## config.mk

```make
export PLATFORM = sky130hd
export DESIGN_NAME = id_ex_stage
export DESIGN_NICKNAME = d
export VERILOG_FILES = /design/src/rtl/id_ex_stage_pkg.sv /design/src/rtl/id_ex_stage_sat_counter.sv /design/src/rtl/id_ex_stage.sv
export SDC_FILE = /design/constraint.sdc
export NUM_CORES = 1
export LEC_CHECK = 0
export CELL_PAD_IN_SITES_DETAIL_PLACEMENT = 1
export CELL_PAD_IN_SITES_GLOBAL_PLACEMENT = 1
export CORE_UTILIZATION = 31
export CTS_CLUSTER_SIZE = 14
export DETAILED_ROUTE_END_ITERATION = 8
export PLACE_DENSITY = 0.83
export SETUP_SLACK_MARGIN = 0.2
export SLEW_MARGIN = 20
export SYNTH_ARGS = -nofsm -noshare
export SYNTH_HDL_FRONTEND = slang
export SYNTH_SLANG_ARGS = --single-unit
```

## constraint.sdc

```tcl
create_clock -name clk -period 2.93 [get_ports clk]
set_clock_uncertainty 0.1 [all_clocks]
set_input_delay 0.4395 -clock clk [delete_from_list [all_inputs] [get_ports clk]]
set_output_delay 0.4395 -clock clk [all_outputs]
set_load 0.01 [all_outputs]
```

## src/rtl/id_ex_stage_pkg.sv

```systemverilog
`default_nettype none
// ============================================================================
// Module      : id_ex_stage_pkg
// Description : Shared definitions for the ID/EX pipeline register.
//               Holds the control-bundle layout, the WDSel/NPCOp encodings
//               and the bubble constant.
// Revision    : 1.0 - initial release
// ============================================================================
package id_ex_stage_pkg;

    // Packed decoder bundle, MSB first:
    // {RegWrite,MemWrite,EXTOp[5:0],ALUOp[4:0],NPCOp[2:0],ALUSrc,
    //  DMType[2:0],GPRSel[1:0],WDSel[1:0]}
    localparam int CTRL_W       = 24;
    localparam int REGWRITE_BIT = 23;
    localparam int MEMWRITE_BIT = 22;
    localparam int EXTOP_LSB    = 16;
    localparam int ALUOP_LSB    = 11;
    localparam int NPCOP_LSB    = 8;
    localparam int ALUSRC_BIT   = 7;
    localparam int DMTYPE_LSB   = 4;
    localparam int GPRSEL_LSB   = 2;
    localparam int WDSEL_LSB    = 0;
    localparam int WDSEL_W      = 2;

    localparam logic [1:0] WDSEL_FROM_MEM = 2'b01;
    localparam logic [2:0] NPC_PLUS4      = 3'b000;

    // All-zero bundle: no register/memory write, sequential next-PC,
    // ALU result as write-back source.
    localparam logic [CTRL_W-1:0] CTRL_BUBBLE = '0;

    function automatic logic [WDSEL_W-1:0] ctrl_wdsel(input logic [CTRL_W-1:0] ctrl);
        return ctrl[WDSEL_LSB +: WDSEL_W];
    endfunction

endpackage : id_ex_stage_pkg
`default_nettype wire

```

## src/rtl/id_ex_stage_sat_counter.sv

```systemverilog
`default_nettype none
// ============================================================================
// Module      : sat_counter
// Description : Up-counter that sticks at all-ones instead of wrapping.
// Ports       : clk   - rising-edge clock
//               rstn  - asynchronous active-low reset, clears count
//               inc   - increment enable for this edge
//               count - current count value
// Revision    : 1.0 - initial release
// ============================================================================
module sat_counter #(
    parameter int CNT_W = 16
) (
    input  logic             clk,
    input  logic             rstn,
    input  logic             inc,
    output logic [CNT_W-1:0] count
);

    always_ff @(posedge clk or negedge rstn) begin
        if (!rstn) begin
            count <= '0;
        end else if (inc && (count != {CNT_W{1'b1}})) begin
            count <= count + 1'b1;
        end
    end

endmodule : sat_counter
`default_nettype wire

```

## src/rtl/id_ex_stage.sv

```systemverilog
`default_nettype none
// ============================================================================
// Module      : id_ex_stage
// Description : ID/EX pipeline register with load-use hazard detection,
//               flush/hold handling and stall/flush performance counters.
// Ports       : clk, rstn              - clock, async active-low reset
//               id_*                   - decoded instruction from ID
//               ex_flush               - taken control transfer in EX
//               hold                   - global freeze
//               load_use_stall         - freeze PC and IF/ID this cycle
//               ex_*                   - registered EX-stage contents
//               stall_cnt, flush_cnt   - saturating event counters
// Revision    : 1.0 - initial release
// ============================================================================
module id_ex_stage
    import id_ex_stage_pkg::*;
#(
    parameter int CNT_W = 16
) (
    input  logic              clk,
    input  logic              rstn,
    input  logic              id_valid,
    input  logic [31:0]       id_pc,
    input  logic [CTRL_W-1:0] id_ctrl,
    input  logic [31:0]       id_rs1_data,
    input  logic [31:0]       id_rs2_data,
    input  logic [31:0]       id_imm,
    input  logic [4:0]        id_rs1,
    input  logic [4:0]        id_rs2,
    input  logic [4:0]        id_rd,
    input  logic              id_use_rs1,
    input  logic              id_use_rs2,
    input  logic              ex_flush,
    input  logic              hold,
    output logic              load_use_stall,
    output logic              ex_valid,
    output logic [31:0]       ex_pc,
    output logic [CTRL_W-1:0] ex_ctrl,
    output logic [31:0]       ex_rs1_data,
    output logic [31:0]       ex_rs2_data,
    output logic [31:0]       ex_imm,
    output logic [4:0]        ex_rs1,
    output logic [4:0]        ex_rs2,
    output logic [4:0]        ex_rd,
    output logic [CNT_W-1:0]  stall_cnt,
    output logic [CNT_W-1:0]  flush_cnt
);

    logic w_ex_is_load;
    logic w_rs1_hit;
    logic w_rs2_hit;
    logic w_hazard;

    // A bubble has ex_valid=0, so it can never look like a pending load;
    // x0 destinations never produce a dependency.
    assign w_ex_is_load = ex_valid && (ctrl_wdsel(ex_ctrl) == WDSEL_FROM_MEM) && (ex_rd != 5'd0);
    assign w_rs1_hit    = id_use_rs1 && (id_rs1 == ex_rd);
    assign w_rs2_hit    = id_use_rs2 && (id_rs2 == ex_rd);
    assign w_hazard     = w_ex_is_load && id_valid && (w_rs1_hit || w_rs2_hit);

    // A flush discards the dependent instruction anyway, so no stall.
    // Deliberately independent of hold: the front end must stay frozen.
    assign load_use_stall = w_hazard && !ex_flush;

    // Priority per edge: hold > flush > hazard > normal load.
    always_ff @(posedge clk or negedge rstn) begin
        if (!rstn) begin
            ex_valid    <= 1'b0;
            ex_pc       <= '0;
            ex_ctrl     <= CTRL_BUBBLE;
            ex_rs1_data <= '0;
            ex_rs2_data <= '0;
            ex_imm      <= '0;
            ex_rs1      <= '0;
            ex_rs2      <= '0;
            ex_rd       <= '0;
        end else if (!hold) begin
            if (ex_flush || w_hazard) begin
                ex_valid    <= 1'b0;
                ex_pc       <= '0;
                ex_ctrl     <= CTRL_BUBBLE;
                ex_rs1_data <= '0;
                ex_rs2_data <= '0;
                ex_imm      <= '0;
                ex_rs1      <= '0;
                ex_rs2      <= '0;
                ex_rd       <= '0;
            end else begin
                ex_valid    <= id_valid;
                ex_pc       <= id_pc;
                // An empty ID slot must not carry stray write enables.
                ex_ctrl     <= id_valid ? id_ctrl : CTRL_BUBBLE;
                ex_rs1_data <= id_rs1_data;
                ex_rs2_data <= id_rs2_data;
                ex_imm      <= id_imm;
                ex_rs1      <= id_rs1;
                ex_rs2      <= id_rs2;
                ex_rd       <= id_rd;
            end
        end
    end

    sat_counter #(
        .CNT_W (CNT_W)
    ) u_stall_cnt (
        .clk   (clk),
        .rstn  (rstn),
        .inc   (load_use_stall && !hold),
        .count (stall_cnt)
    );

    sat_counter #(
        .CNT_W (CNT_W)
    ) u_flush_cnt (
        .clk   (clk),
        .rstn  (rstn),
        .inc   (ex_flush && !hold),
        .count (flush_cnt)
    );

endmodule : id_ex_stage
`default_nettype wire

```

**Yosys cells after proc, flatten, opt, wreduce, memory -nomap -nowiden**

Index checks and enable logic that the tools add are counted.

- Register bits after elaboration: 200
- Input port bits: 174
- Output and inout port bits: 201
- RAM bits: 0
- Bits in read-only memories: 0
- Memories kept: 0
- Latch bits: 0

- Shifts and indexed selects: 0
- $mul: 0
- Bitwise gates (word level): 0
- Order comparisons: 0
- Eq/ne operators: 5
- $add $sub $neg: 2
- Reduce and logical (&&, ||, !) cells: 16
- Divide/modulo/power cells: 0
- Mux-type cells: 10

Operators with widths:

| cell | count |
|---|---|
| 32-bit two-way mux | 4 |
| 24-bit two-way mux | 2 |
| 16-bit by 1-bit adder with 16-bit output (second input constant) | 2 |
| 16-bit inequality test (second input constant) | 2 |
| 5-bit two-way mux | 3 |
| 1-bit logical AND | 11 |
| 5-bit equality test | 2 |
| 5-bit nonzero test | 1 |
| 2-bit by 1-bit equality test with 1-bit output (second input constant) | 1 |
| 1-bit logical NOT | 2 |
| 1-bit logical OR | 2 |
| 1-bit two-way mux | 1 |

**Depth between registers and ports, before layout**

Gate-level depths: netlist of run 1.

- Depth after elaboration: 8
- Mapped depth: 9
- Gate-level depth less buffers: 7

**Hierarchy**

A second synthesis of run 1 with hierarchy kept.

- Cell total of the unflattened synthesis: 941
- Area, all modules: 9495.4 µm²

By module, submodules not included:

| module | sequential area each (µm²) | cells an instance | area an instance (µm²) | times used |
|---|---|---|---|---|
| id_ex_stage | 4204.0 | 787 | 7726.2 | 1 |
| sat_counter | 400.4 | 77 | 884.6 | 2 |

**Worst setup path before layout of run 1**

Ideal clock, no wire load.

- Path kind: flip-flop to flip-flop
- From: register ex_rd[1]
- To: register ex_imm[23]
- Cell stages (with the launch flop): 9
- Library setup time: 0.066 ns
- Setup slack: 0.788 ns
- Data required time: 2.764 ns
- Arrival time: 1.975 ns
- Path buffers: 3
- Cell sequence: dfrtp_1 -> or4_4 -> o21ai_4 -> o21bai_2 -> and2_1 -> buf_4 -> buf_8 -> buf_6 -> a22o_1

- Cells in the longest elaborated chain, start to end: 6

RTL lines:

| element | RTL line | text |
|---|---|---|
| start, declared | id_ex_stage.sv:44 | `output logic [4:0] ex_rd,` |
| start signal, assigned | id_ex_stage.sv:98 | `ex_rd <= id_rd;` |
| 5-bit equality test, or another cell as far along | id_ex_stage.sv:57 | `assign w_rs1_hit = id_use_rs1 && (id_rs1 == ex_rd);` |
| 1-bit logical AND (on tied branches) | id_ex_stage.sv:57, id_ex_stage.sv:56, id_ex_stage.sv:58 |  |
| 1-bit logical OR or 1-bit logical AND (tied branches) | id_ex_stage.sv:59 | `assign w_hazard = w_ex_is_load && id_valid && (w_rs1_hit \|\| w_rs2_hit);` |
| 1-bit logical AND (*) | id_ex_stage.sv:59 |  |
| 1-bit logical OR (*) | id_ex_stage.sv:78 | `if (ex_flush \|\| w_hazard) begin` |
| 32-bit two-way mux (*) | id_ex_stage.sv:78 |  |
| end signal, assigned | id_ex_stage.sv:95 | `ex_imm <= id_imm;` |
| end, declared | id_ex_stage.sv:41 | `output logic [31:0] ex_imm,` |

Mark *: on every way between the ends. The rest lies on a longest branch, timed or not.
A chain may end at the register's enable or synchronous reset.

**Worst setup path after layout of run 1**

- From: register ex_rd[2]
- To: output load_use_stall

- Cells in the longest elaborated chain, start to end: 5

RTL lines:

| element | RTL line | text |
|---|---|---|
| 5-bit equality test, or another cell as far along | id_ex_stage.sv:57 |  |
| 1-bit logical AND (on tied branches) | id_ex_stage.sv:57, id_ex_stage.sv:56, id_ex_stage.sv:58 |  |
| 1-bit logical OR or 1-bit logical AND (tied branches) | id_ex_stage.sv:59 |  |
| 1-bit logical AND (*) | id_ex_stage.sv:59 |  |
| 1-bit logical AND (*) | id_ex_stage.sv:63 | `assign load_use_stall = w_hazard && !ex_flush;` |
| end, declared | id_ex_stage.sv:35 | `output logic load_use_stall,` |

Marked as above.

==> impl_metrics.json, run 1 <==
{
  "grt_usage_pct": 20.99,
  "clk_latency_ps": 430,
  "gp_congestion": 0.8059,
  "max-vdd-ir-drop_mv": 0.2773,
  "tightestPinTransition_ps": 622.2,
  "ys_types": 34,
  "syn_nets": 720,
  "drv_slew": 0,
  "viasPerCell": 4.960,
  "grt_antenna_before_repair": 0,
  "synth_edf_count": 0,
  "grt_first_pass_wirelength_um": 39400,
  "core_um2": 23750,
  "first_pass_iters": 4,
  "max_freq_ghz": 0.3800,
  "syn_avg_cell_area_um2": 13.97,
  "p_per_area_nw_per_um2": 547.3,
  "dp.cells": 1221,
  "ant_nets": 0,
  "synth_compound_area_share_pct": 20.26,
  "rrSetupSlack_ps": 550,
  "cts_max_path_buffers": 2,
  "yosys.area_share.simple_pct": 5.810,
  "detail_route.wl_per_cell_um": 21.32,
  "gr-total-overflow": 0,
  "ys_top_cells_by_area": "dfrtp_1 (66%), a22o_1 (19%), xnor2_1 (2.3%), xor2_1 (2.1%), nand3_1 (1.1%)",
  "synth_mux_area_share_pct": 0.2962,
  "num_rows": 56,
  "io_buffers": 374,
  "rsz0062_at_grt": "false",
  "syn_area_um2": 7602,
  "power.total_mw": 6.813,
  "grt_pass1_vias": 6667,
  "yosysWarnings": 0,
  "hold_viol": 0,
  "critPathArrivalTime_ps": 2090,
  "synth-async-reset-ratio_pct": 100.0,
  "seq_area_frac_synth_pct": 65.83,
  "cts_sinks": 200,
  "path_clk_slew_ps": 80,
  "io_pins": 375,
  "setup_violations": 0,
  "status": "finished, final reports clean",
  "drc": 0,
  "synth-seq-cells": 200,
  "cts_buffers": 17,
  "synth_ff_type": "dfrtp_1",
  "chipHeight_um": 158.6,
  "area_delta_synth_final_pct": 63.74,
  "multi_input_area_um2": 2392,
  "synthAdderAreaFrac_pct": 0.3292,
  "cp.required_ps": 2390,
  "fp.dieW_um": 158.6,
  "drt_iter0_markers": 285,
  "post-route-util_pct": 52.41,
  "final_cells": 1259,
  "synth-xor-area-share_pct": 4.378,
  "routed_wl_um": 26840,
  "grt_max_degree": 132,
  "cts_tree": "yes",
  "cap_violations": 0,
  "fin_crit_sh_pct": 89.81,
  "synth_top_family_by_area": "compound AO/OA/AOI/OAI gates",
  "p_leak_nw": 5.439,
  "cts-root-buf": "clkbuf_16",
  "end_kind": "output port",
  "seq_area_um2": 5009,
  "diodes": 0,
  "crit_fanout": 5,
  "holdCritPathClass": "primary input to flop",
  "post-route-min-period_ps": 2631,
  "critPathLaunchType": "flop",
  "synth_top_area_share_pct": 65.83,
  "dp_hpwl_um": 19510,
  "vias": 6245,
  "drive_gt1_share_pct": 7.872,
  "htreeDepth": 4,
  "fillers": 2417,
  "relSlewSlack_pct": 58.14,
  "dieArea_um2": 25150,
  "start_util_pct": 32.01,
  "syn_inst": 544,
  "crit_type": "flop to output port",
  "num-nets-final": 1103,
  "synth_top_area_cell": "dfrtp_1"
}
==> synthesized netlist by cell type, types with 2 or more instances <==
library cell / count
a22o_1: 167
o21a_1: 2
xor2_1: 18
mux2_2: 2
a31oi_1: 2
and3_1: 2
and2_1: 2
inv_1: 2
nand2_1: 13
buf_4: 3
nand4_1: 10
o21ai_1: 2
dfrtp_1: 200
nor3_1: 5
nand3_1: 16
nor4_1: 6
xnor2_1: 20
nor2_1: 20
and4_1: 3
nand2b_1: 2
nand3b_1: 2
ha_1: 2
clkbuf_1: 19
buf_6: 7
buf_2: 8
==> metal layers <==
| layer | wire, um | GRT usage [%] | up-vias | part of all wire, % |
|---|---|---|---|---|
| li1 | - | - | 2813 | - |
| met1 | 10680 | 25.15 | 3162 | 40 |
| met2 | 13780 | 36.49 | 242 | 51 |
| met3 | 1872 | 5.607 | 28 | 7.0 |
| met4 | 510 | 6.685 | 0 | 1.9 |
| met5 | 0 | 0 | - | 0 |
==> through the flow <==
stage | worst slack [ps] | instance area, um^2 | hold WS (ps) | setup TNS (ps)
detailed placement | -341.8 | 11790 | 393.9 | -472.8
floorplan | 788.4 | 7602 | 43.91 | 0
CTS | 233.1 | 12410 | 251.6 | 0
global placement | -293.0 | 11790 | 379.7 | -293.0
global route | 197.7 | 12450 | 246.1 | 0
finish | 298.6 | 12450 | 247.0 | 0
==> state kept, by name, indices dropped and copies added, names as in the netlist <==
register / flops
ex_imm: 32
ex_pc: 32
ex_rs1_data: 32
ex_rs2_data: 32
ex_ctrl: 24
u_flush_cnt.count: 16
u_stall_cnt.count: 16
ex_rd: 5
ex_rs1: 5
ex_rs2: 5
ex_valid: 1
==> layout make-up <==
cell class | instances | share of cell area, %
Timing Repair Buffer | 402 | 32.58
Clock inverter | 12 | 1.035
Clock buffer | 20 | 3.669
Inverter | 2 | 0.06031
Multi-Input combinational cell | 304 | 19.22
Sequential cell | 200 | 40.24
Tap cell | 319 | 3.206
==> worst max-delay path, stage by stage, from the launching register on <==
cell,delay [ps]
dfrtp_2,470
xor2_2,210
nor4_4,320
buf_4,160
and3_4,180
o21bai_2,80
nor2_1,90
buf_2,160
==> path summary, 6_finish.rpt <==
check | depth (start not counted) | to | startpoint
min | 2 | ex_imm[10] | hold
min in group asynchronous | 2 | u_stall_cnt.count[11] | rstn
max reg2reg | 8 | u_stall_cnt.count[10] | ex_rd[2]
max | 7 | load_use_stall | ex_rd[2]
max in group asynchronous | 3 | ex_rs1_data[17] | rstn
min reg2reg | 1 | ex_rs2[4] | ex_rs2[4]
==> cell families (layout without fill, tap and decap cells) <==
kind of cell | after synthesis | after routing
flip-flops | 200 | 200
adder cells (fa/ha/maj) | 2 | 2
AO/OA/AOI/OAI | 177 | 177
AND/OR/NAND/NOR | 85 | 85
buffers and inverters | 40 | 436
multiplexers | 2 | 2
XOR/XNOR | 38 | 38
==> what timing repair did <==
item,4_1_cts,5_1_grt
pin swaps,1,2
gates cloned,0,0
hold endpoints to repair,66,0
endpoints found under the setup margin,1,1
setup buffers,3,2
resized for setup,8,4
hold buffers,1,0
==> placed cells by master, fill, tap and decap left out, drive strengths merged, types with 2 or more instances in the layout <==
cell and instances:
clkdlybuf4s50 370, dfrtp 200, a22o 167, buf 29, clkbuf 21, xnor2 20, nor2 20, xor2 18
nand3 16, nand2 13, nand4 10, inv 9, nor4 6, nor3 5, clkinv 4, and4 3
o21ai 3, o21a 2, a31oi 2, nand3b 2, mux2 2, nand2b 2, ha 2, and3 2
and2 2
==> power by group <==
part | switching, mW | leakage, nW | internal (mW) | total (mW)
clock network | 1.19 | 0.285 | 1.19 | 2.37
registers | 0.173 | 2.63 | 2.97 | 3.15
logic | 0.521 | 2.52 | 0.774 | 1.30
Power figures use the tool's default switching activity.
==> inputs of run 2 (changes only) <==
--- a/config.mk
+++ b/config.mk
@@ -10,7 +10,7 @@
 export CORE_UTILIZATION = 31
 export CTS_CLUSTER_SIZE = 14
 export DETAILED_ROUTE_END_ITERATION = 8
-export PLACE_DENSITY = 0.83
+export PLACE_DENSITY = 0.87
 export SETUP_SLACK_MARGIN = 0.2
 export SLEW_MARGIN = 20
 export SYNTH_ARGS = -nofsm -noshare
==> run 2 against run 1 <==
Against the previous run:
- combinational power hardly changed
- count of clock-buffer cells in the layout fell by 1
- global-route usage grew 0.13 points
- setup slack lost 41 ps
- critical endpoint unchanged
- critical path depth is the same
==> impl_metrics.json, run 2 (synthesis results as in run 1) <==
{
  "routed_wl_um": 26940,
  "drv_slew": 0,
  "fin_ws_ps": 257.5,
  "fin_crit_sh_pct": 91.21,
  "io_pins": 375,
  "first_pass_iters": 4,
  "post-route-min-period_ps": 2672,
  "crit_fanout": 4,
  "cts-root-buf": "clkbuf_16",
  "p_per_area_nw_per_um2": 542.8,
  "final_cells": 1267,
  "cts_buffers": 17,
  "max_freq_ghz": 0.3742,
  "tightestPinTransition_ps": 902.2,
  "start_util_pct": 32.01,
  "clk_latency_ps": 430,
  "drt_iter0_markers": 224,
  "grt_pass1_vias": 6877,
  "dp.cells": 1224,
  "critPathArrivalTime_ps": 2130,
  "p_leak_nw": 5.470,
  "cap_violations": 0,
  "holdWs_ps": 328.5,
  "post-route-util_pct": 52.35,
  "gr-total-overflow": 0,
  "hold_viol": 0,
  "fp.dieW_um": 158.6,
  "path_clk_slew_ps": 80,
  "grt_usage_pct": 21.12,
  "crit_type": "flop to output port",
  "holdCritPathClass": "primary input to flop",
  "dieArea_um2": 25150,
  "dp_hpwl_um": 20200,
  "diodes": 0,
  "rsz0062_at_grt": "true",
  "setup_violations": 0,
  "drc": 0,
  "end_kind": "output port",
  "vias": 6371,
  "grt_max_degree": 86,
  "cts_sinks": 200,
  "cts_tree": "yes",
  "final_common_cell": "clkdlybuf4s50_1",
  "relSlewSlack_pct": 39.85,
  "detail_route.wl_per_cell_um": 21.26,
  "io_buffers": 374,
  "status": "finished, final reports clean",
  "num_rows": 56,
  "gp_congestion": 0.7976,
  "dp_slack_ps": -357.8,
  "tns_ps": 0,
  "mostFrequentLayoutCells": "clkdlybuf4s50_1 (369), dfrtp_1 (196), a22o_1 (167)",
  "htreeDepth": 4,
  "drive_gt1_share_pct": 8.650,
  "grt_first_pass_wirelength_um": 40000,
  "ant_nets": 0,
  "cp.required_ps": 2390,
  "area_delta_synth_final_pct": 63.58,
  "chipHeight_um": 158.6,
  "grt_antenna_before_repair": 0,
  "num-nets-final": 1111,
  "critPathLaunchType": "flop",
  "viasPerCell": 5.028,
  "max-vdd-ir-drop_mv": 0.2596,
  "core_um2": 23750,
  "cts_max_path_buffers": 2
}
## run 2: stage by stage
stage / total power, mW / cell area (um^2)
global placement: 4.431 / 11760
floorplan: 3.585 / 7602
CTS: 6.828 / 12380
finish: 6.750 / 12440
global route: 7.037 / 12440
detailed placement: 4.489 / 11760
## run 2: timing repair
| action | CTS | global route |
|---|---|---|
| buffers inserted | 6 | 4 |
| endpoints found under the hold margin | 61 | 0 |
| gates resized for setup | 8 | 6 |
| hold buffers | 1 | 0 |
| endpoints found under the setup margin | 1 | 1 |
| pin swaps | 1 | 4 |
## run 2: worst max-delay path: stages (launching register included)
cell and delay, ps:
dfrtp_2 440, xor2_1 160, nor4_2 410, buf_4 180, and3_4 190, o21bai_4 70
nor2_1 100, buf_2 160
## run 2: report_power, final
group / total (mW) / leakage, nW / switching (mW) / internal, mW
registers: 3.15 / 2.63 / 0.173 / 2.97
clock network: 2.31 / 0.277 / 1.17 / 1.14
logic: 1.30 / 2.57 / 0.519 / 0.778
total: 6.75 / 5.47 / 1.86 / 4.89
## run 2: final cells by class
class                           instances  area, um^2
Fill cell                            2381       11320
Tap cell                              319       399.1
Sequential cell                       200        5010
Clock buffer                           19       432.9
Multi-Input combinational cell        304        2389
Inverter                                2       7.507
Clock inverter                         13       130.1
Timing Repair Buffer                  410        4068
## run 2: path summary, 6_finish.rpt
| check | startpoint | cells past startpoint | slack, ps | endpoint |
|---|---|---|---|---|
| min | id_rs2[0] | 3 | 330 | ex_rs2[0] |
| max in group asynchronous | rstn | 3 | 1540 | ex_imm[0] |
| max reg2reg | ex_rd[2] | 7 | 520 | ex_rs1_data[16] |
| min reg2reg | u_stall_cnt.count[15] | 1 | 400 | u_stall_cnt.count[15] |
| min in group asynchronous | rstn | 2 | 440 | u_stall_cnt.count[0] |
| max | ex_rd[2] | 7 | 260 | load_use_stall |
## run 2: routing by layer
metal | part of all wire (%) | vias to the layer above | wire [um] | GRT usage, %
li1 | - | 2827 | - | -
met1 | 39 | 3244 | 10510 | 25.14
met2 | 51 | 256 | 13700 | 36.26
met3 | 7.0 | 44 | 1893 | 5.171
met4 | 3.1 | 0 | 835 | 8.974
met5 | 0 | - | 0 | 0
==> inputs of run 3 (changes only) <==
--- a/config.mk
+++ b/config.mk
@@ -8,6 +8,7 @@
 export CELL_PAD_IN_SITES_DETAIL_PLACEMENT = 1
 export CELL_PAD_IN_SITES_GLOBAL_PLACEMENT = 1
 export CORE_UTILIZATION = 31
+export CTS_CLUSTER_DIAMETER = 60
 export CTS_CLUSTER_SIZE = 14
 export DETAILED_ROUTE_END_ITERATION = 8
 export PLACE_DENSITY = 0.87
==> results of run 3 <==
No change in the layout: final DEF, timing and power equal those of run 2.
